===== config.mk =====
export PLATFORM = sky130hd
export DESIGN_NAME = four_bit_comparator
export DESIGN_NICKNAME = d
export VERILOG_FILES = /design/src/rtl/four_bit_comparator.sv
export SDC_FILE = /design/constraint.sdc
export NUM_CORES = 1
export LEC_CHECK = 0
export BUFFER_PORTS_ARGS = -buffer_cell sky130_fd_sc_hd__buf_2
export CORE_AREA = 5 5 42 44
export CTS_CLUSTER_DIAMETER = 30
export CTS_CLUSTER_SIZE = 20
export DETAILED_ROUTE_END_ITERATION = 8
export DIE_AREA = 0 0 47 49
export PLACE_DENSITY_LB_ADDON = 0.2
export SKIP_LAST_GASP = 1
export SLEW_MARGIN = 0
export SYNTH_ARGS = -nofsm -noshare
export SYNTH_HDL_FRONTEND = slang
export SYNTH_SLANG_ARGS = --single-unit

===== constraint.sdc =====
create_clock -name clk -period 3.6 [get_ports clk]
set_input_delay 0.18 -clock clk [delete_from_list [all_inputs] [get_ports clk]]
set_output_delay 0.18 -clock clk [all_outputs]
set_load 0.03 [all_outputs]

===== src/rtl/four_bit_comparator.sv =====
// Registered magnitude comparator: MSB-first cascade over two operands,
// unsigned or two's-complement, one-cycle latency with valid tracking.
module four_bit_comparator #(
  parameter int unsigned WIDTH = 4
) (
  input  logic             clk,
  input  logic             rst,
  input  logic             in_valid,
  input  logic             cmp_signed,
  input  logic [WIDTH-1:0] A,
  input  logic [WIDTH-1:0] B,
  output logic             out_valid,
  output logic [3:0]       R
);

  localparam int unsigned RW = 4;

  localparam logic [RW-1:0] R_LT    = 4'b1001;
  localparam logic [RW-1:0] R_EQ    = 4'b0010;
  localparam logic [RW-1:0] R_GT    = 4'b1100;
  localparam logic [RW-1:0] R_RESET = 4'b0000;

  logic [WIDTH-1:0] msb_flip_c;
  logic [WIDTH-1:0] a_key_c;
  logic [WIDTH-1:0] b_key_c;
  logic             gt_c;
  logic             lt_c;
  logic [RW-1:0]    cmp_c;

  logic [RW-1:0]    r_q;
  logic [RW-1:0]    r_d;
  logic             out_valid_q;
  logic             out_valid_d;

  // Flipping the sign bit turns a signed compare into an unsigned one.
  assign msb_flip_c = {cmp_signed, {(WIDTH-1){1'b0}}};
  assign a_key_c    = A ^ msb_flip_c;
  assign b_key_c    = B ^ msb_flip_c;

  // The first differing bit from the MSB decides; no difference means equal.
  always_comb begin
    gt_c = 1'b0;
    lt_c = 1'b0;
    for (int i = WIDTH - 1; i >= 0; i--) begin
      if (!gt_c && !lt_c) begin
        if (a_key_c[i] && !b_key_c[i]) begin
          gt_c = 1'b1;
        end else if (!a_key_c[i] && b_key_c[i]) begin
          lt_c = 1'b1;
        end
      end
    end
  end

  always_comb begin
    cmp_c = R_EQ;
    if (lt_c) begin
      cmp_c = R_LT;
    end else if (gt_c) begin
      cmp_c = R_GT;
    end
  end

  // R only moves on a valid sample; otherwise it keeps the last result.
  always_comb begin
    r_d         = r_q;
    out_valid_d = in_valid;
    if (in_valid) begin
      r_d = cmp_c;
    end
  end

  always_ff @(posedge clk) begin
    if (rst) begin
      r_q         <= R_RESET;
      out_valid_q <= 1'b0;
    end else begin
      r_q         <= r_d;
      out_valid_q <= out_valid_d;
    end
  end

  assign R         = r_q;
  assign out_valid = out_valid_q;

endmodule


=== Yosys cells after proc, flatten, opt, wreduce, memory -nomap -nowiden ===
Index checks and enable logic that the tools add are counted.

* Word-level logic and storage cells: 49
* Output and inout bits: 5
* Input port bits: 12
* Register bits after elaboration: 5

* Reductions and logical operators: 25
* Muxes and demuxes: 20
* Bitwise logic cells: 2

{| class="wikitable"
|+ Operators with widths
! operator !! count
|-
| 2-to-1 mux 1 bit || 18
|-
| logical NOT 1 bit || 14
|-
| logical AND 1 bit || 11
|-
| 2-to-1 mux 4 bit || 2
|-
| XOR 4 bit || 2
|}

=== Longest topological paths before layout ===
* Depth in word-level cells: 16
* Depth in mapped cells: 6
* Gate-level depth less buffers: 6

=== Worst setup path before layout ===
No wires, ideal clock.

* Kind: input to register
* From: input port cmp_signed
* To: register r_q[2] (netlist: R[2])
* Setup time: 0.116 ns
* Arrival time: 1.150 ns
* Buffers on the path: 0
* Required time: 3.484 ns
* Slack: 2.333 ns
* Stages: 6
* Cells stage by stage: xor2_1 -> inv_1 -> ha_1 -> nand3b_1 -> o2111ai_1 -> a41o_1

* Word-level cells in the longest chain between the ends: 16
* Elaborated cells between the ends (all ways): 35
* Classes of those cells: mux (20); bitwise (2); reduce/logical (13)

{| class="wikitable"
|+ Ends and longest elaborated chain
! item !! line !! source
|-
| start: declaration || 9 || <nowiki>input logic cmp_signed,</nowiki>
|-
| XOR 4 bit || 37 || <nowiki>assign a_key_c = A ^ msb_flip_c;</nowiki>
|-
| logical NOT 1 bit || 48 || <nowiki>end else if (!a_key_c[i] && b_key_c[i]) begin</nowiki>
|-
| logical AND 1 bit || 48 ||
|-
| 2-to-1 mux 1 bit || 48 ||
|-
| 2-to-1 mux 1 bit || 46 || <nowiki>if (a_key_c[i] && !b_key_c[i]) begin</nowiki>
|-
| 2-to-1 mux 1 bit / logical NOT 1 bit (equally long branches) || 48, 45 ||
|-
| 2-to-1 mux 1 bit / logical AND 1 bit (equally long branches) || 46, 45 ||
|-
| 2-to-1 mux 1 bit || 45 || <nowiki>if (!gt_c && !lt_c) begin</nowiki>
|-
| 2-to-1 mux 1 bit / logical NOT 1 bit (equally long branches) || 48, 45 ||
|-
| 2-to-1 mux 1 bit / logical AND 1 bit (equally long branches) || 46, 45 ||
|-
| 2-to-1 mux 1 bit || 45 ||
|-
| logical NOT 1 bit || 45 ||
|-
| logical AND 1 bit || 45 ||
|-
| 2-to-1 mux 1 bit || 45 ||
|-
| 2-to-1 mux 4 bit || 59 || <nowiki>end else if (gt_c) begin</nowiki>
|-
| 2-to-1 mux 4 bit * || 57 || <nowiki>if (lt_c) begin</nowiki>
|-
| end signal: assignment || 78 || <nowiki>r_q <= r_d;</nowiki>
|-
| end: declaration || 30 || <nowiki>logic [RW-1:0] r_q;</nowiki>
|}

Mark *: on every way between the ends. The rest lies on a longest branch, timed or not.
A chain may end at the register's enable or synchronous reset.

=== Worst setup path in the final report ===
Ends and elaborated chain as after synthesis.

==> out/results.tsv <==
metric	value	unit
status	completed	
post-layout net count	72	
IO Count	17	
Worst Setup Path Type	in -> reg	
Slew Limit Headroom	86.72	%
gr ovfl total	0	
vias per cell	4.397	
clk sinks	5	
IO buf count	16	
Placer Congestion	0.7899	
CTS buffer count	3	
final cycle utilization of the critical path	34.48	%
VDD IR max	0.1088	mV
Area Overhead vs Synth	36.86	%
Hold Vio Cnt, Final	0	
Max Cap Viol	0	
vias in the first global route	329	
logic gate share of total power	29.1	%
Tmin final	1.241	ns
Post-CTS Resized	0	
1st-iter DRT viols	3	
initial antenna violation count	0	
fin area	469.2	um^2
Critical Path AT	1.37	ns
top cells by area, synth	dfxtp_1 (29%), xor2_1 (7.7%), ha_1 (7.3%)	
slew at the pin with the worst max-slew slack	0.1978	ns
post-route ant nets	0	
share of cells above drive strength 1	38.60	%
Synth top area share	29.20	%
Cell Pwr Density	377.5	nW/um^2
final wirelength	760	um
CTS H-tree depth	1	
fill count	156	
drt pass-1 iters	4	
root buf cell	clkbuf_4	
distinct cell type count after synthesis	21	
sequential cell area fraction in the yosys report	29.20	%
hpwl dp	618.4	um
HP Class	in -> reg	
die area	2303	um^2
P_sw	53.92	uW
RSZ-0062 raised after global routing	no	
Switching Fraction	30.44	%
setup TNS	0	ns
Die Wd	47	um
Pwr Total	177.1	uW
Post-Syn Nets	51	
final setup fails	0	
DR vias	321	
Clock Latency Late Sink	0.24	ns
# DRC	0	
Netlist Area Pre-Place	342.8	um^2
Slew Viols, Final	0	
CTS clk-pin slew, worst paths	0.04	ns
Startpoint Class	input pin	
DIE HEIGHT	49	um
postcts setup bufs	0	
Ys Warns	0	
Critical Path RT	3.73	ns
largest net degree at the start of global routing	7	
highest clock rate	805.6	MHz
Flop pwr share	34.5	%
Clock Path Buffers	2	
leak pwr	0.2369	nW
wire per inst	10.41	um
first-pass GRT wire length	1.269	mm
Clock power frac	36.4	%
Core Box Area	1401	um^2
Avg Inst Size Synth	9.266	um^2
hold buffer count at cts	0	
crit-path max FO	4	
Pint	123.2	uW
all-layer global routing usage	7.806	%
Yosys reg bits	5	
CTS tree	built	
Critical Path End Type	flop	
Post-Syn Instances	37	
number of diodes	0	
initial core utilization	24.46	%
skew final	0	ns
Site Rows	14	
dominant cell type by area after synthesis	dfxtp_1	
post-placement cell area	442.9	um^2
==> cell families (layout without fill, tap and decap cells) <==
logic type / count (synthesis) / after routing / share of synthesized area [%]
flops: 5 / 5 / 29.20
compound gates: 8 / 8 / 18.98
xor+xnor: 5 / 5 / 12.78
buf+inv: 4 / 24 / 4.378
simple gates: 13 / 13 / 27.37
fa+ha+maj: 2 / 2 / 7.298
==> sequential cells by signal, indices dropped and copies added (netlist names) <==
name	flops
R	4
out_valid	1
==> synthesized netlist by cell type, drive strengths merged <==
master	number
a21oi	1
nand2b	2
nor2b	4
a41o	2
a311oi	1
o21ai	1
o2111ai	2
nand3b	2
nor3b	2
nand2	1
inv	4
nor2	1
a41oi	1
xnor2	2
ha	2
xor2	3
dfxtp	5
and2	1
==> per-layer routing <==
| layer | track usage [%] | vias up | wire [um] |
|---|---|---|---|
| met5 | 0 | - | 0 |
| met2 | 9.276 | 11 | 316 |
| li1 | - | 172 | - |
| met1 | 10.28 | 138 | 369 |
| met3 | 1.845 | 0 | 74 |
| met4 | 8.295 | 0 | 0 |
==> critical path, stage by stage <==
cell       delay [ns]
buf_2            0.11
xor2_1           0.18
inv_1            0.07
ha_1             0.32
nand3b_1         0.12
o2111ai_1        0.14
a41o_1           0.25
==> cell type report <==
class,instances,area [um^2],share of cell area [%]
inverter,4,15.01,3.200
timing repair buffer,16,80.08,17.07
clock buffer,4,26.28,5.600
multi-input combinational,28,227.7,48.53
sequential,5,100.1,21.33
tap,16,20.02,4.267
==> path summary, 6_finish.rpt <==
path | from | end | slack (ns) | cells after the start
min reg2reg | R[0] | R[0] | 0.49 | 2
min | rst | out_valid | 0.18 | 2
max | cmp_signed | R[2] | 2.36 | 7
max reg2reg | R[2] | R[2] | 2.87 | 2
==> layout by cell type, fill, tap and decap left out <==
master | netlist | routed
a21oi_1 | 1 | 1
nor2b_4 | 1 | 1
xor2_1 | 3 | 3
nand2b_1 | 1 | 1
nor3b_1 | 2 | 2
dfxtp_1 | 5 | 5
nor2_1 | 1 | 1
and2_1 | 1 | 1
clkbuf_4 | 0 | 3
nor2b_2 | 1 | 1
inv_1 | 4 | 4
nand2_1 | 1 | 1
o21ai_0 | 1 | 1
nand2b_2 | 1 | 1
clkbuf_1 | 0 | 1
ha_1 | 2 | 2
nand3b_1 | 2 | 2
nor2b_1 | 2 | 2
a311oi_1 | 1 | 1
a41oi_1 | 1 | 1
o2111ai_1 | 2 | 2
xnor2_1 | 2 | 2
buf_2 | 0 | 16
a41o_1 | 2 | 2
==> through the flow <==
step / hold WS [ns] / cells / setup slack [ns] / utilization, %
floorplan: 0.2516 / 37 / 2.333 / -
global placement: 0.4356 / 69 / 2.120 / 31.61
detailed placement: 0.4349 / 69 / 2.124 / 31.61
CTS: 0.1769 / 73 / 2.365 / 33.48
global route: 0.1801 / 73 / 2.274 / 33.48
finish: 0.1822 / 73 / 2.359 / 33.48
==> power by group through the flow <==
stage | clock network, mW | logic [mW] | registers, mW
after global routing | 0.0720 | 0.0575 | 0.0615
final | 0.0644 | 0.0515 | 0.0612
after detailed placement | 0 | 0.0518 | 0.0622
after CTS | 0.0681 | 0.0522 | 0.0612
after global placement | 0 | 0.0518 | 0.0622
after floorplan | 0 | 0.0249 | 0.0707
Note: power is estimated with default switching activity, not from simulation.
